File: src/rtl/cxs_tx_link_ctrl_if.sv
// Bundle of flit-manager, flit-RAM and CXS TX pin signals around the TX link controller.
// Latency: none (wiring only).
// Backpressure: none; flow control is by CXS credits carried on cxs_crdgnt/cxs_crdrtn.
interface cxs_tx_link_ctrl_if #(
  parameter int FLIT_WIDTH = 256
);
  logic                  link_en;
  logic                  read_req;
  logic [3:0]            read_addr;
  logic                  flit_valid;
  logic                  mem_rd_en;
  logic [3:0]            mem_rd_addr;
  logic [FLIT_WIDTH-1:0] mem_rd_data;
  logic                  credit_avail;
  logic                  link_up;
  logic                  cxs_active_req;
  logic                  cxs_active_ack;
  logic                  cxs_valid;
  logic [FLIT_WIDTH-1:0] cxs_data;
  logic                  cxs_crdgnt;
  logic                  cxs_crdrtn;
  logic [3:0]            crd_cnt;
  logic                  err_flag;

  // Controller side
  modport master (
    input  link_en, read_req, read_addr, flit_valid, mem_rd_data, cxs_active_ack, cxs_crdgnt,
    output mem_rd_en, mem_rd_addr, credit_avail, link_up, cxs_active_req, cxs_valid,
           cxs_data, cxs_crdrtn, crd_cnt, err_flag
  );

  // Flit manager / RAM / link partner side
  modport slave (
    output link_en, read_req, read_addr, flit_valid, mem_rd_data, cxs_active_ack, cxs_crdgnt,
    input  mem_rd_en, mem_rd_addr, credit_avail, link_up, cxs_active_req, cxs_valid,
           cxs_data, cxs_crdrtn, crd_cnt, err_flag
  );
endinterface

File: src/rtl/cxs_tx_link_ctrl.sv
// CXS TX link controller: link-activation FSM, TX credit counter, flit-RAM fetch and CXS beat.
// Latency: read_req -> mem_rd_en +1; cxs_valid one cycle after pending flit and RAM data meet.
// Backpressure: credit based; read_req without a free credit is dropped and flagged in err_flag.
module cxs_tx_link_ctrl #(
  parameter int FLIT_WIDTH  = 256,
  parameter int MAX_CREDITS = 15,
  parameter int RD_LATENCY  = 2
) (
  input  logic              clk,
  input  logic              rst_n,
  cxs_tx_link_ctrl_if.master bus
);

  typedef enum logic [1:0] {ST_STOP, ST_ACTIVATE, ST_RUN, ST_DEACTIVATE} state_e;

  state_e                  state_q, state_d;
  logic [3:0]              crd_q, crd_d;
  logic                    resv_q, resv_d;
  logic                    pend_q, pend_d;
  logic                    rdy_q, rdy_d;
  logic                    err_q, err_d;
  logic                    rd_en_q, rd_en_d;
  logic [RD_LATENCY-1:0]   pipe_q, pipe_d;
  logic [FLIT_WIDTH-1:0]   hold_q, hold_d;
  logic                    valid_q, valid_d;
  logic [FLIT_WIDTH-1:0]   data_q, data_d;
  logic                    crdrtn_q, crdrtn_d;
  logic                    link_up_q, link_up_d;
  logic                    avail_q, avail_d;
  logic                    act_req_q, act_req_d;

  logic take, gnt, rtn, dec, fv_ok, cap, fire, at_max;

  // A read is accepted only with a free credit and no flit already reserved.
  assign take   = bus.read_req & (crd_q != 4'd0) & ~resv_q;
  assign gnt    = bus.cxs_crdgnt & (state_q != ST_STOP);
  // Credits are handed back only once any reserved flit has gone out.
  assign rtn    = (state_q == ST_DEACTIVATE) & ~resv_q & (crd_q != 4'd0) & ~take;
  assign dec    = take | rtn;
  assign at_max = (crd_q == 4'(MAX_CREDITS));
  assign fv_ok  = bus.flit_valid & resv_q & ~pend_q;
  // RAM data is valid in the cycle RD_LATENCY cycles after the strobe cycle.
  assign cap    = pipe_q[RD_LATENCY-1];
  // Data arriving this cycle can be forwarded directly, saving a cycle.
  assign fire   = pend_q & (rdy_q | cap);

  // Next-state logic: link FSM, credit accounting, fetch/transmit flags, registered outputs.
  always_comb begin
    state_d   = state_q;
    crd_d     = crd_q;
    resv_d    = resv_q;
    pend_d    = pend_q;
    rdy_d     = rdy_q;
    err_d     = err_q;
    hold_d    = hold_q;
    data_d    = data_q;
    valid_d   = 1'b0;
    crdrtn_d  = rtn;
    rd_en_d   = take;
    pipe_d    = (pipe_q << 1) | RD_LATENCY'(rd_en_q);

    if (bus.read_req && !take)            err_d = 1'b1;
    if (bus.flit_valid && !resv_q)        err_d = 1'b1;

    // A grant and a decrement in the same cycle cancel out.
    if (gnt && !dec) begin
      if (at_max) err_d = 1'b1;
      else        crd_d = crd_q + 4'd1;
    end else if (!gnt && dec) begin
      crd_d = crd_q - 4'd1;
    end

    if (take)  resv_d = 1'b1;
    if (fv_ok) pend_d = 1'b1;
    if (cap) begin
      hold_d = bus.mem_rd_data;
      rdy_d  = 1'b1;
    end
    if (fire) begin
      valid_d = 1'b1;
      data_d  = rdy_q ? hold_q : bus.mem_rd_data;
      pend_d  = 1'b0;
      rdy_d   = 1'b0;
      resv_d  = 1'b0;
    end

    unique case (state_q)
      ST_STOP:       if (bus.link_en) state_d = ST_ACTIVATE;
      ST_ACTIVATE: begin
        if (!bus.link_en)            state_d = ST_DEACTIVATE;
        else if (bus.cxs_active_ack) state_d = ST_RUN;
      end
      ST_RUN:        if (!bus.link_en) state_d = ST_DEACTIVATE;
      ST_DEACTIVATE: if (!bus.cxs_active_ack && crd_q == 4'd0 && !resv_q) state_d = ST_STOP;
      default:       state_d = ST_STOP;
    endcase

    link_up_d = (state_d == ST_RUN);
    act_req_d = (state_d == ST_ACTIVATE) || (state_d == ST_RUN);
    avail_d   = link_up_d & (crd_d != 4'd0) & ~resv_d;
  end

  // State register; reset also kills any fetch still in flight.
  always_ff @(posedge clk or negedge rst_n) begin
    if (!rst_n) begin
      state_q   <= ST_STOP;
      crd_q     <= '0;
      resv_q    <= 1'b0;
      pend_q    <= 1'b0;
      rdy_q     <= 1'b0;
      err_q     <= 1'b0;
      rd_en_q   <= 1'b0;
      pipe_q    <= '0;
      hold_q    <= '0;
      valid_q   <= 1'b0;
      data_q    <= '0;
      crdrtn_q  <= 1'b0;
      link_up_q <= 1'b0;
      avail_q   <= 1'b0;
      act_req_q <= 1'b0;
    end else begin
      state_q   <= state_d;
      crd_q     <= crd_d;
      resv_q    <= resv_d;
      pend_q    <= pend_d;
      rdy_q     <= rdy_d;
      err_q     <= err_d;
      rd_en_q   <= rd_en_d;
      pipe_q    <= pipe_d;
      hold_q    <= hold_d;
      valid_q   <= valid_d;
      data_q    <= data_d;
      crdrtn_q  <= crdrtn_d;
      link_up_q <= link_up_d;
      avail_q   <= avail_d;
      act_req_q <= act_req_d;
    end
  end

  assign bus.mem_rd_en      = rd_en_q;
  // The flit manager only presents the slot on the strobe cycle, so it is passed straight through.
  assign bus.mem_rd_addr    = rd_en_q ? bus.read_addr : 4'd0;
  assign bus.credit_avail   = avail_q;
  assign bus.link_up        = link_up_q;
  assign bus.cxs_active_req = act_req_q;
  assign bus.cxs_valid      = valid_q;
  assign bus.cxs_data       = data_q;
  assign bus.cxs_crdrtn     = crdrtn_q;
  assign bus.crd_cnt        = crd_q;
  assign bus.err_flag       = err_q;

endmodule

File: src/flat_wrapper.sv
// flat-port wrapper written by rule: the top's interface ports become plain ports
module cxs_tx_link_ctrl_flat 
#(
  parameter int FLIT_WIDTH  = 256,
  parameter int MAX_CREDITS = 15,
  parameter int RD_LATENCY  = 2
)
  (clk, rst_n, bus_link_en, bus_read_req, bus_read_addr, bus_flit_valid, bus_mem_rd_data, bus_cxs_active_ack, bus_cxs_crdgnt, bus_mem_rd_en, bus_mem_rd_addr, bus_credit_avail, bus_link_up, bus_cxs_active_req, bus_cxs_valid, bus_cxs_data, bus_cxs_crdrtn, bus_crd_cnt, bus_err_flag);
  cxs_tx_link_ctrl_if #(.FLIT_WIDTH(FLIT_WIDTH)) bus_i ();
  input  logic clk;
  input  logic rst_n;
  input wire logic [$bits(bus_i.link_en)-1:0] bus_link_en;
  input wire logic [$bits(bus_i.read_req)-1:0] bus_read_req;
  input wire logic [$bits(bus_i.read_addr)-1:0] bus_read_addr;
  input wire logic [$bits(bus_i.flit_valid)-1:0] bus_flit_valid;
  input wire logic [$bits(bus_i.mem_rd_data)-1:0] bus_mem_rd_data;
  input wire logic [$bits(bus_i.cxs_active_ack)-1:0] bus_cxs_active_ack;
  input wire logic [$bits(bus_i.cxs_crdgnt)-1:0] bus_cxs_crdgnt;
  output wire logic [$bits(bus_i.mem_rd_en)-1:0] bus_mem_rd_en;
  output wire logic [$bits(bus_i.mem_rd_addr)-1:0] bus_mem_rd_addr;
  output wire logic [$bits(bus_i.credit_avail)-1:0] bus_credit_avail;
  output wire logic [$bits(bus_i.link_up)-1:0] bus_link_up;
  output wire logic [$bits(bus_i.cxs_active_req)-1:0] bus_cxs_active_req;
  output wire logic [$bits(bus_i.cxs_valid)-1:0] bus_cxs_valid;
  output wire logic [$bits(bus_i.cxs_data)-1:0] bus_cxs_data;
  output wire logic [$bits(bus_i.cxs_crdrtn)-1:0] bus_cxs_crdrtn;
  output wire logic [$bits(bus_i.crd_cnt)-1:0] bus_crd_cnt;
  output wire logic [$bits(bus_i.err_flag)-1:0] bus_err_flag;
  assign bus_i.link_en = bus_link_en;
  assign bus_i.read_req = bus_read_req;
  assign bus_i.read_addr = bus_read_addr;
  assign bus_i.flit_valid = bus_flit_valid;
  assign bus_i.mem_rd_data = bus_mem_rd_data;
  assign bus_i.cxs_active_ack = bus_cxs_active_ack;
  assign bus_i.cxs_crdgnt = bus_cxs_crdgnt;
  assign bus_mem_rd_en = bus_i.mem_rd_en;
  assign bus_mem_rd_addr = bus_i.mem_rd_addr;
  assign bus_credit_avail = bus_i.credit_avail;
  assign bus_link_up = bus_i.link_up;
  assign bus_cxs_active_req = bus_i.cxs_active_req;
  assign bus_cxs_valid = bus_i.cxs_valid;
  assign bus_cxs_data = bus_i.cxs_data;
  assign bus_cxs_crdrtn = bus_i.cxs_crdrtn;
  assign bus_crd_cnt = bus_i.crd_cnt;
  assign bus_err_flag = bus_i.err_flag;
  cxs_tx_link_ctrl #(.FLIT_WIDTH(FLIT_WIDTH), .MAX_CREDITS(MAX_CREDITS), .RD_LATENCY(RD_LATENCY)) u_core (.clk(clk), .rst_n(rst_n), .bus(bus_i));
endmodule
File: config.mk
export PLATFORM = sky130hd
export DESIGN_NAME = cxs_tx_link_ctrl_flat
export DESIGN_NICKNAME = d
export VERILOG_FILES = /design/src/rtl/cxs_tx_link_ctrl_if.sv /design/src/rtl/cxs_tx_link_ctrl.sv /design/src/flat_wrapper.sv
export SDC_FILE = /design/constraint.sdc
export NUM_CORES = 1
export LEC_CHECK = 0
export ABC_AREA = 1
export CORE_MARGIN = 4
export CORE_UTILIZATION = 48
export CTS_CLUSTER_DIAMETER = 50
export DETAILED_ROUTE_END_ITERATION = 8
export PLACE_DENSITY = 0.78
export SYNTH_ARGS = -nofsm -noshare
export SYNTH_HDL_FRONTEND = slang
export SYNTH_SLANG_ARGS = --single-unit
File: constraint.sdc
create_clock -name clk -period 2 [get_ports clk]
set_clock_uncertainty 0.05 [all_clocks]
set_input_delay 0.3 -clock clk [delete_from_list [all_inputs] [get_ports clk]]
set_output_delay 0.3 -clock clk [all_outputs]
set_load 0.02 [all_outputs]
Word level (Yosys, flattened, before mapping)
Cells that the tools add are included.
W data, S select, Z words.
{ "op_classes": {"order_cmp": 0, "shift": 0, "eq_ne": 6, "div": 0, "n_addsub": 2, "bitwise": 18, "mux": 22, "n_mul": 0, "reduce_logical": 19} }
{ "ops": {"columns": ["operator", "n"], "rows": [
  ["$mux W256", 1],
  ["$mux W4", 4],
  ["$and A1 B1 Y1", 11],
  ["$mux W1", 11],
  ["$mux W2", 5],
  ["$pmux W2 S4", 1],
  ["$reduce_bool A4 Y1", 2],
  ["$eq A2 B2 Y1 const B", 3],
  ["$logic_and A1 B1 Y1", 6],
  ["$reduce_bool A2 Y1", 3],
  ["$logic_not A1 Y1", 5],
  ["$add A4 B1 Y4 const B", 1],
  ["$eq A2 B1 Y1 const B", 2],
  ["$eq A4 B4 Y1 const B", 1],
  ["$logic_not A4 Y1", 1],
  ["$not A1 Y1", 4],
  ["$sub A4 B1 Y4 const B", 1],
  ["$logic_not A2 Y1", 1],
  ["$or A1 B1 Y1", 2],
  ["$or A2 B1 Y2", 1],
  ["$logic_or A1 B1 Y1", 1]
]} }
{ "totals": {"out_inout_bits": 271, "rom_bits": 0, "n_memories": 0, "latchBits": 0, "mem_bits_rw": 0, "in_bits": 267, "elab_cells": 82, "register_bits": 530} }

Longest topological paths before layout
Gate-level depths: netlist of run 1.
{ "logic_depth": {"word_depth": 12, "depth_mapped": 11, "mapped_depth_nobuf": 11} }

Least setup slack after synthesis of run 1
No wires, ideal clock.
{ "synth_timing": {"path_type": "flip-flop to flip-flop", "startpoint": "register u_core.crd_q[0] (netlist: u_core.bus.crd_cnt[0])", "endpoint": "register u_core.avail_q (netlist: u_core.bus.credit_avail)", "synth_period_minus_slack_ns": 1.713, "path_buffers": 0, "arrival_time_ns": 1.590, "setup_ns": 0.073, "t_required_ns": 1.877, "setup_slack_ns": 0.287, "path_stages_with_launch": 10, "cell_sequence": "dfrtp_1 inv_1 ha_1 nand2_4 nor4_1 o22ai_1 inv_1 ha_1 nand2_1 a21oi_2"} }
{ "synth_via": {"elab_cells_between_ends": 28, "classes_between": "add/sub (2); eq/ne (2); mux (7); bitwise (9); reduce/logical (8)"} }
{ "synth_lines": {"columns": ["element", "line_no", "text"], "rows": [
  ["start, declared", "cxs_tx_link_ctrl.sv:17", "logic [3:0] crd_q, crd_d;"],
  ["start signal, assigned", "cxs_tx_link_ctrl.sv:123", "crd_q <= crd_d;"],
  ["$logic_not A4 Y1", "cxs_tx_link_ctrl.sv:94", "ST_DEACTIVATE: if (!bus.cxs_active_ack && crd_q == 4'd0 && !resv_q) state_d = ST_STOP;"],
  ["$logic_and A1 B1 Y1 (2 in series)", "cxs_tx_link_ctrl.sv:94", null],
  ["$mux W2", "cxs_tx_link_ctrl.sv:94", null],
  ["$pmux W2 S4", "cxs_tx_link_ctrl.sv:87", "unique case (state_q)"],
  ["via u_core.state_d[0]", "cxs_tx_link_ctrl.sv:16", "state_e state_q, state_d;"],
  ["$eq A2 B2 Y1", "cxs_tx_link_ctrl.sv:98", "link_up_d = (state_d == ST_RUN);"],
  ["via u_core.link_up_d", "cxs_tx_link_ctrl.sv:28", "logic link_up_q, link_up_d;"],
  ["$and A1 B1 Y1 (2 in series)", "cxs_tx_link_ctrl.sv:100", "avail_d = link_up_d & (crd_d != 4'd0) & ~resv_d;"],
  ["via u_core.avail_d", "cxs_tx_link_ctrl.sv:29", "logic avail_q, avail_d;"],
  ["end signal, assigned", "cxs_tx_link_ctrl.sv:135", "avail_q <= avail_d;"],
  ["end, declared", "cxs_tx_link_ctrl.sv:29", null]
]} }
The timed path passes the listed nets, and every way through them passes these cells.
A chain may end at the register's enable or synchronous reset.

Final worst setup path of run 1
{ "layout_timing": {"startpoint": "register u_core.data_q[172] (netlist: u_core.bus.cxs_data[172])", "endpoint": "output port bus_cxs_data[172]"} }
{ "layout_lines": {"columns": ["element", "line_no", "text"], "rows": [
  ["start, declared", "cxs_tx_link_ctrl.sv:26", "logic [FLIT_WIDTH-1:0] data_q, data_d;"],
  ["start signal, assigned", "cxs_tx_link_ctrl.sv:132", "data_q <= data_d;"],
  ["end, declared", "flat_wrapper.sv:25", "output wire logic [$bits(bus_i.cxs_data)-1:0] bus_cxs_data;"]
]} }
No word-level cell between the ends.

==> impl_metrics.env, run 1 <==
export IMPL_dieArea_um2=49400
export IMPL_post_dp_hpwl_um=44800
export IMPL_cts_buffer_depth=3
export IMPL_core_area_um2=45400
export IMPL_cts_root_buffer="clkbuf_16"
export IMPL_dr_pass1_iters=6
export IMPL_post_route_min_period_ns=1.96
export IMPL_hold_viol_final=0
export IMPL_crit_family="buffers and inverters"
export IMPL_path_buf_inv=1
export IMPL_grt_pass1_vias=19900
export IMPL_cp_slowest_cell="clkdlybuf4s50_1"
export IMPL_hold_ws_ns=0.113
export IMPL_globalplace_congestion=0.890
export IMPL_tritoncts="built"
export IMPL_hold_path_class="in2async"
export IMPL_fmax_ghz=0.509
export IMPL_finalSetupTns_ns=0
export IMPL_critical_path_class="reg2out"
export IMPL_maxCapViolations=0
export IMPL_yosysWarnings=0
export IMPL_grt_setup_unrepaired="no"
export IMPL_grt_pass1_wl_um=106000
export IMPL_tightestPinTransition_ns=0.757
export IMPL_setup_viol=0
export IMPL_antenna_found_initial=4
export IMPL_path_cells="clkdlybuf4s50_1"
export IMPL_start_kind="flop"
export IMPL_period_share_pct=98.2
export IMPL_fillers=3513
export IMPL_cts_setup_buffers=0
export IMPL_peakVddDrop_uv=671
export IMPL_multi_input_area_um2=7800
export IMPL_drive_gt1_share_pct=6.01
export IMPL_seq_area_um2=13300
export IMPL_postSynthAreaPerCell_um2=8.51
export IMPL_initialDrtViolationCount=1839
export IMPL_worst_path_largest_cell_delay_ns=0.63
export IMPL_via_per_inst=5.30
export IMPL_synthCells=2588
export IMPL_die_y_um=222
export IMPL_grt_max_degree=137
export IMPL_wl_um=66600
export IMPL_ant_nets=0
export IMPL_syn_nets=2858
export IMPL_io_pins=538
export IMPL_most_common_layout_cells="nand2_1, dfrtp_1, clkdlybuf4s50_1"
export IMPL_ys_seq_elements=530
export IMPL_numCtsBuffers=56
export IMPL_die_w_um=222
export IMPL_drv_slew=0
export IMPL_drc_errors=0
export IMPL_clk_pin_slew_ns=0.06
export IMPL_netlist_area_um2=22000
export IMPL_port_buffers=537
export IMPL_cts_max_level=2
export IMPL_start_util_pct=48.5
export IMPL_vias=19800
export IMPL_status="completed"
export IMPL_synth_seq_area_share_pct=60.2
export IMPL_clkLatencyLatePin_ns=0.59
export IMPL_wl_per_cell_um=17.8
export IMPL_rows=78
export IMPL_syn2layout_area_growth_pct=36.9
export IMPL_clock_sinks=530
export IMPL_required_ns=1.65
export IMPL_end_kind="primary output"
export IMPL_p_per_area_nw_per_um2=770
export IMPL_p_leak_uw=0.0127
export IMPL_cp_arrival_ns=1.61
export IMPL_globalRouteOverflowTotal=0
export IMPL_synth_cell_type_count=29
export IMPL_globalRouteTotalUtil_pct=26.3
export IMPL_layout_commonest_cell="nand2_1"
export IMPL_crit_fanout=2
export IMPL_nets=3350
export IMPL_slew_headroom_pct=49.5
[final cells by class]
cell class | count | share of cell area [%]
tap | 600 | 2.49
clock buffer | 77 | 5.35
clock inverter | 28 | 1.18
timing repair buffer | 605 | 20.7
antenna | 4 | 0.0332
inverter | 25 | 0.361
multi-input combinational | 1862 | 25.9
sequential | 530 | 44.0
[per-stage QoR]
stage	instance area (µm²)	total power, µW	setup slack [ns]	utilization [%]	cells
after CTS	30100	23400	0.000999	66.3	3727
after global routing	30100	24000	0.000180	66.4	3728
after detailed placement	28200	12500	0.0766	62.1	3621
after global placement	28200	12400	0.167	62.1	3621
after floorplan	22000	11400	0.287	-	2588
final	30100	23200	0.0355	66.4	3731
[cells by family after synthesis]
group,Yosys count,synth area share (%)
compound gates,268,7.63
fa+ha+maj,3,0.171
buf+inv,196,4.37
flops,530,60.2
simple gates,1591,27.6
[flip-flops by register name, summed over array words and instances, names as in the netlist, 2 cells and up]
signal               count
u_core.hold_q          256
u_core.bus.cxs_data    256
u_core.bus.crd_cnt       4
u_core.pipe_q            2
u_core.state_q           2
[layer usage]
| metal | global-route usage (%) | routed length [µm] | vias up |
|---|---|---|---|
| li1 | - | - | 9231 |
| met5 | 0 | 0 | - |
| met2 | 43.9 | 32500 | 874 |
| met1 | 32.4 | 25500 | 9486 |
| met3 | 6.74 | 5570 | 167 |
| met4 | 11.7 | 3020 | 0 |
[cell usage after synthesis (all sizes together)]
cell    number  area (µm²)
a21oi        5        32.5
nor4         1        6.26
nor2       264         998
ha           3        37.5
buf         95         583
o22ai        1        6.26
clkinv       2        7.51
a22oi        1        7.51
nand4        3        18.8
o21ai        3        15.0
nand3b       1        7.51
a221oi       1        8.76
a31oi      256        1600
clkbuf      76         285
o21a         1        8.76
nor3         1        5.00
nand3       14        97.6
nand2     1307        4940
inv         23        86.3
dfrtp      530       13300
[worst paths after layout]
kind,start,depth (start not counted),endpoint,slack [ns]
min reg2reg,u_core.pipe_q[0],0,u_core.pipe_q[1],0.31
max,u_core.bus.cxs_data[172],1,bus_cxs_data[172],0.04
max in group asynchronous,rst_n,3,u_core.bus.cxs_data[52],0.87
min,rst_n,2,u_core.bus.cxs_data[50],0.11
max reg2reg,u_core.bus.crd_cnt[0],11,u_core.bus.credit_avail,0.18
min in group clk,bus_mem_rd_data[165],3,u_core.hold_q[165],0.21
[report_power, final]
part	switching (µW)	internal, µW	leakage [µW]	total, µW
clock network	4330	6570	0.000968	10900
logic	771	708	0.00705	1480
registers	63.5	10800	0.00469	10800
[repair_timing]
item / in CTS / in global routing
hold buffers: 1 / 0
endpoints found under the hold margin: 355 / 0
endpoints found under the setup margin: 61 / 21
resized for setup: 62 / 21
Power figures use the tool's default switching activity.
==> run 2: changes to the inputs <==
==> constraint.sdc (replaced) <==
create_clock -name clk -period 2 [get_ports clk]
set_clock_uncertainty 0.05 [all_clocks]
set_input_delay 0.6 -clock clk [delete_from_list [all_inputs] [get_ports clk]]
set_output_delay 0.6 -clock clk [all_outputs]
set_load 0.02 [all_outputs]
==> run 2 against run 1 <==
Compared with the run above: the run now ends with negative setup slack left; routed wire length shrank 0.96%; global-route usage shrank 0.26 points; sequential cell count is the same; largest power group is now sequential cells.
==> impl_metrics.env, run 2 (synthesis results as in run 1) <==
export IMPL_status="finished, violations left"
export IMPL_violations="negative setup slack"
export IMPL_numCtsBuffers=56
export IMPL_die_y_um=222
export IMPL_p_per_area_nw_per_um2=770
export IMPL_period_share_pct=101
export IMPL_drive_gt1_share_pct=8.80
export IMPL_rows=78
export IMPL_hold_start="u_core.pipe_q[0]"
export IMPL_start_util_pct=48.5
export IMPL_tritoncts="built"
export IMPL_required_ns=1.35
export IMPL_grt_max_degree=137
export IMPL_via_per_inst=5.33
export IMPL_hold_path_class="reg2reg"
export IMPL_globalplace_congestion=0.885
export IMPL_grt_setup_unrepaired="yes"
export IMPL_drc_errors=0
export IMPL_end_kind="primary output"
export IMPL_io_pins=538
export IMPL_setup_viol=3
export IMPL_peakVddDrop_uv=611
export IMPL_fillers=3479
export IMPL_ant_nets=0
export IMPL_antenna_found_initial=8
export IMPL_cts_buffer_depth=3
export IMPL_top_usage_layer="met2"
export IMPL_layout_commonest_cell="nand2_1"
export IMPL_core_area_um2=45400
export IMPL_start_kind="flop"
export IMPL_cp_slowest_cell="dfrtp_1"
export IMPL_cts_root_buffer="clkbuf_16"
export IMPL_vias=19900
export IMPL_worst_path_largest_cell_delay_ns=0.40
export IMPL_grt_pass1_wl_um=104000
export IMPL_post_route_min_period_ns=2.01
export IMPL_hold_ws_ns=0.331
export IMPL_reg2reg_depth=9
export IMPL_die_w_um=222
export IMPL_port_buffers=537
export IMPL_met3_usage_pct=6.25
export IMPL_cts_max_level=2
export IMPL_met2_usage_pct=42.7
export IMPL_crit_fanout=2
export IMPL_slew_headroom_pct=46.3
export IMPL_dieArea_um2=49400
export IMPL_clock_sinks=530
export IMPL_most_common_layout_cells="nand2_1, dfrtp_1, clkdlybuf4s50_1"
export IMPL_fmax_ghz=0.497
export IMPL_path_cells="buf_4 > nand2_2 > inv_1 > buf_6"
export IMPL_reg2reg_setup_slack_ns=0.18
export IMPL_hold_viol_final=0
export IMPL_globalRouteOverflowTotal=0
export IMPL_crit_family="flip-flops"
export IMPL_tightestPinTransition_ns=0.805
export IMPL_reg2reg_from="u_core.bus.crd_cnt[0]"
export IMPL_path_buf_inv=3
export IMPL_place_ws_ns=-0.437
export IMPL_wl_per_cell_um=17.7
export IMPL_finalSetupTns_ns=-0.0214
export IMPL_maxCapViolations=0
export IMPL_nets=3353
export IMPL_grt_util_met1_pct=33.4
export IMPL_cp_arrival_ns=1.36
export IMPL_syn2layout_area_growth_pct=36.2
export IMPL_critical_path_class="reg2out"
export IMPL_hold_path_depth=0
export IMPL_min_to="u_core.pipe_q[1]"
export IMPL_r2r_end="u_core.bus.credit_avail"
export IMPL_p_leak_uw=0.0127
export IMPL_post_dp_hpwl_um=44300
export IMPL_clk_pin_slew_ns=0.06
export IMPL_dr_pass1_iters=6
export IMPL_clkLatencyLatePin_ns=0.60
export IMPL_globalRouteTotalUtil_pct=26.0
export IMPL_initialDrtViolationCount=2002
export IMPL_finalWorstSetupSlack_ns=-0.0107
export IMPL_wl_um=65900
export IMPL_drv_slew=0
export IMPL_grt_pass1_vias=19600
==> run 2: routing by layer <==
metal / part of all wire, % / up-vias
li1: - / 9226
met1: 39 / 9557
met2: 48 / 914
met3: 8.1 / 169
met4: 4.2 / 4
met5: 0.039 / -
==> run 2: through the flow <==
| stage | instance area (µm²) | util (%) | cells | total power, µW |
|---|---|---|---|---|
| 3_3_place_gp | 28200 | 62.2 | 3621 | 12500 |
| 3_5_place_dp | 28200 | 62.2 | 3621 | 12500 |
| 5_1_grt | 30000 | 66.1 | 3728 | 23800 |
| 4_1_cts | 30100 | 66.3 | 3725 | 23300 |
| 6_report | 30000 | 66.1 | 3731 | 23100 |
| 2_1_floorplan | 22000 | - | 2588 | 11400 |
==> run 2: report_power, final <==
part | internal, µW | switching, µW
logic | 733 | 747
registers | 10800 | 62.5
clock network | 6500 | 4290
total | 18000 | 5100
==> run 2: worst max-delay path by stage <==
| stage | start | end | depth (start not counted) | slack (ns) |
|---|---|---|---|---|
| after detailed placement | bus_read_addr[2] | bus_mem_rd_addr[2] | 4 | -0.44 |
| final | u_core.bus.mem_rd_en | bus_mem_rd_addr[2] | 4 | -0.01 |
| after floorplan | u_core.bus.crd_cnt[0] | u_core.bus.credit_avail | 9 | 0.29 |
| after global placement | bus_read_addr[2] | bus_mem_rd_addr[2] | 4 | -0.43 |
| after global routing | u_core.bus.mem_rd_en | bus_mem_rd_addr[2] | 4 | -0.07 |
| after CTS | u_core.bus.mem_rd_en | bus_mem_rd_addr[3] | 4 | -0.06 |
==> run 2: what timing repair did <==
| item | in CTS | in global routing |
|---|---|---|
| buffers inserted | 2 | 1 |
| endpoints found under the setup margin | 271 | 80 |
| resized for setup | 475 | 87 |
| hold endpoints to repair | 25 | 0 |
| hold buffers | 1 | 0 |
==> run 2: layout make-up <==
type | instances | area [µm²] | area share, %
Sequential cell | 530 | 13300 | 44.3
Multi-Input combinational cell | 1862 | 7800 | 26.0
Timing Repair Buffer | 608 | 6110 | 20.4
Clock buffer | 77 | 1640 | 5.47
Tap cell | 600 | 751 | 2.50
Clock inverter | 24 | 293 | 0.976
Inverter | 25 | 109 | 0.363
Antenna cell | 5 | 12.5 | 0.0417
==> run 2: worst reg2reg max path, cell delays in order, from the launching register on <==
cell and delay [ns]:
dfrtp_2 0.46, inv_1 0.09, ha_1 0.23, nand2_4 0.12, nor4_2 0.23, o22ai_1 0.13
inv_1 0.08, ha_1 0.16, nand2_1 0.09, a21oi_2 0.11
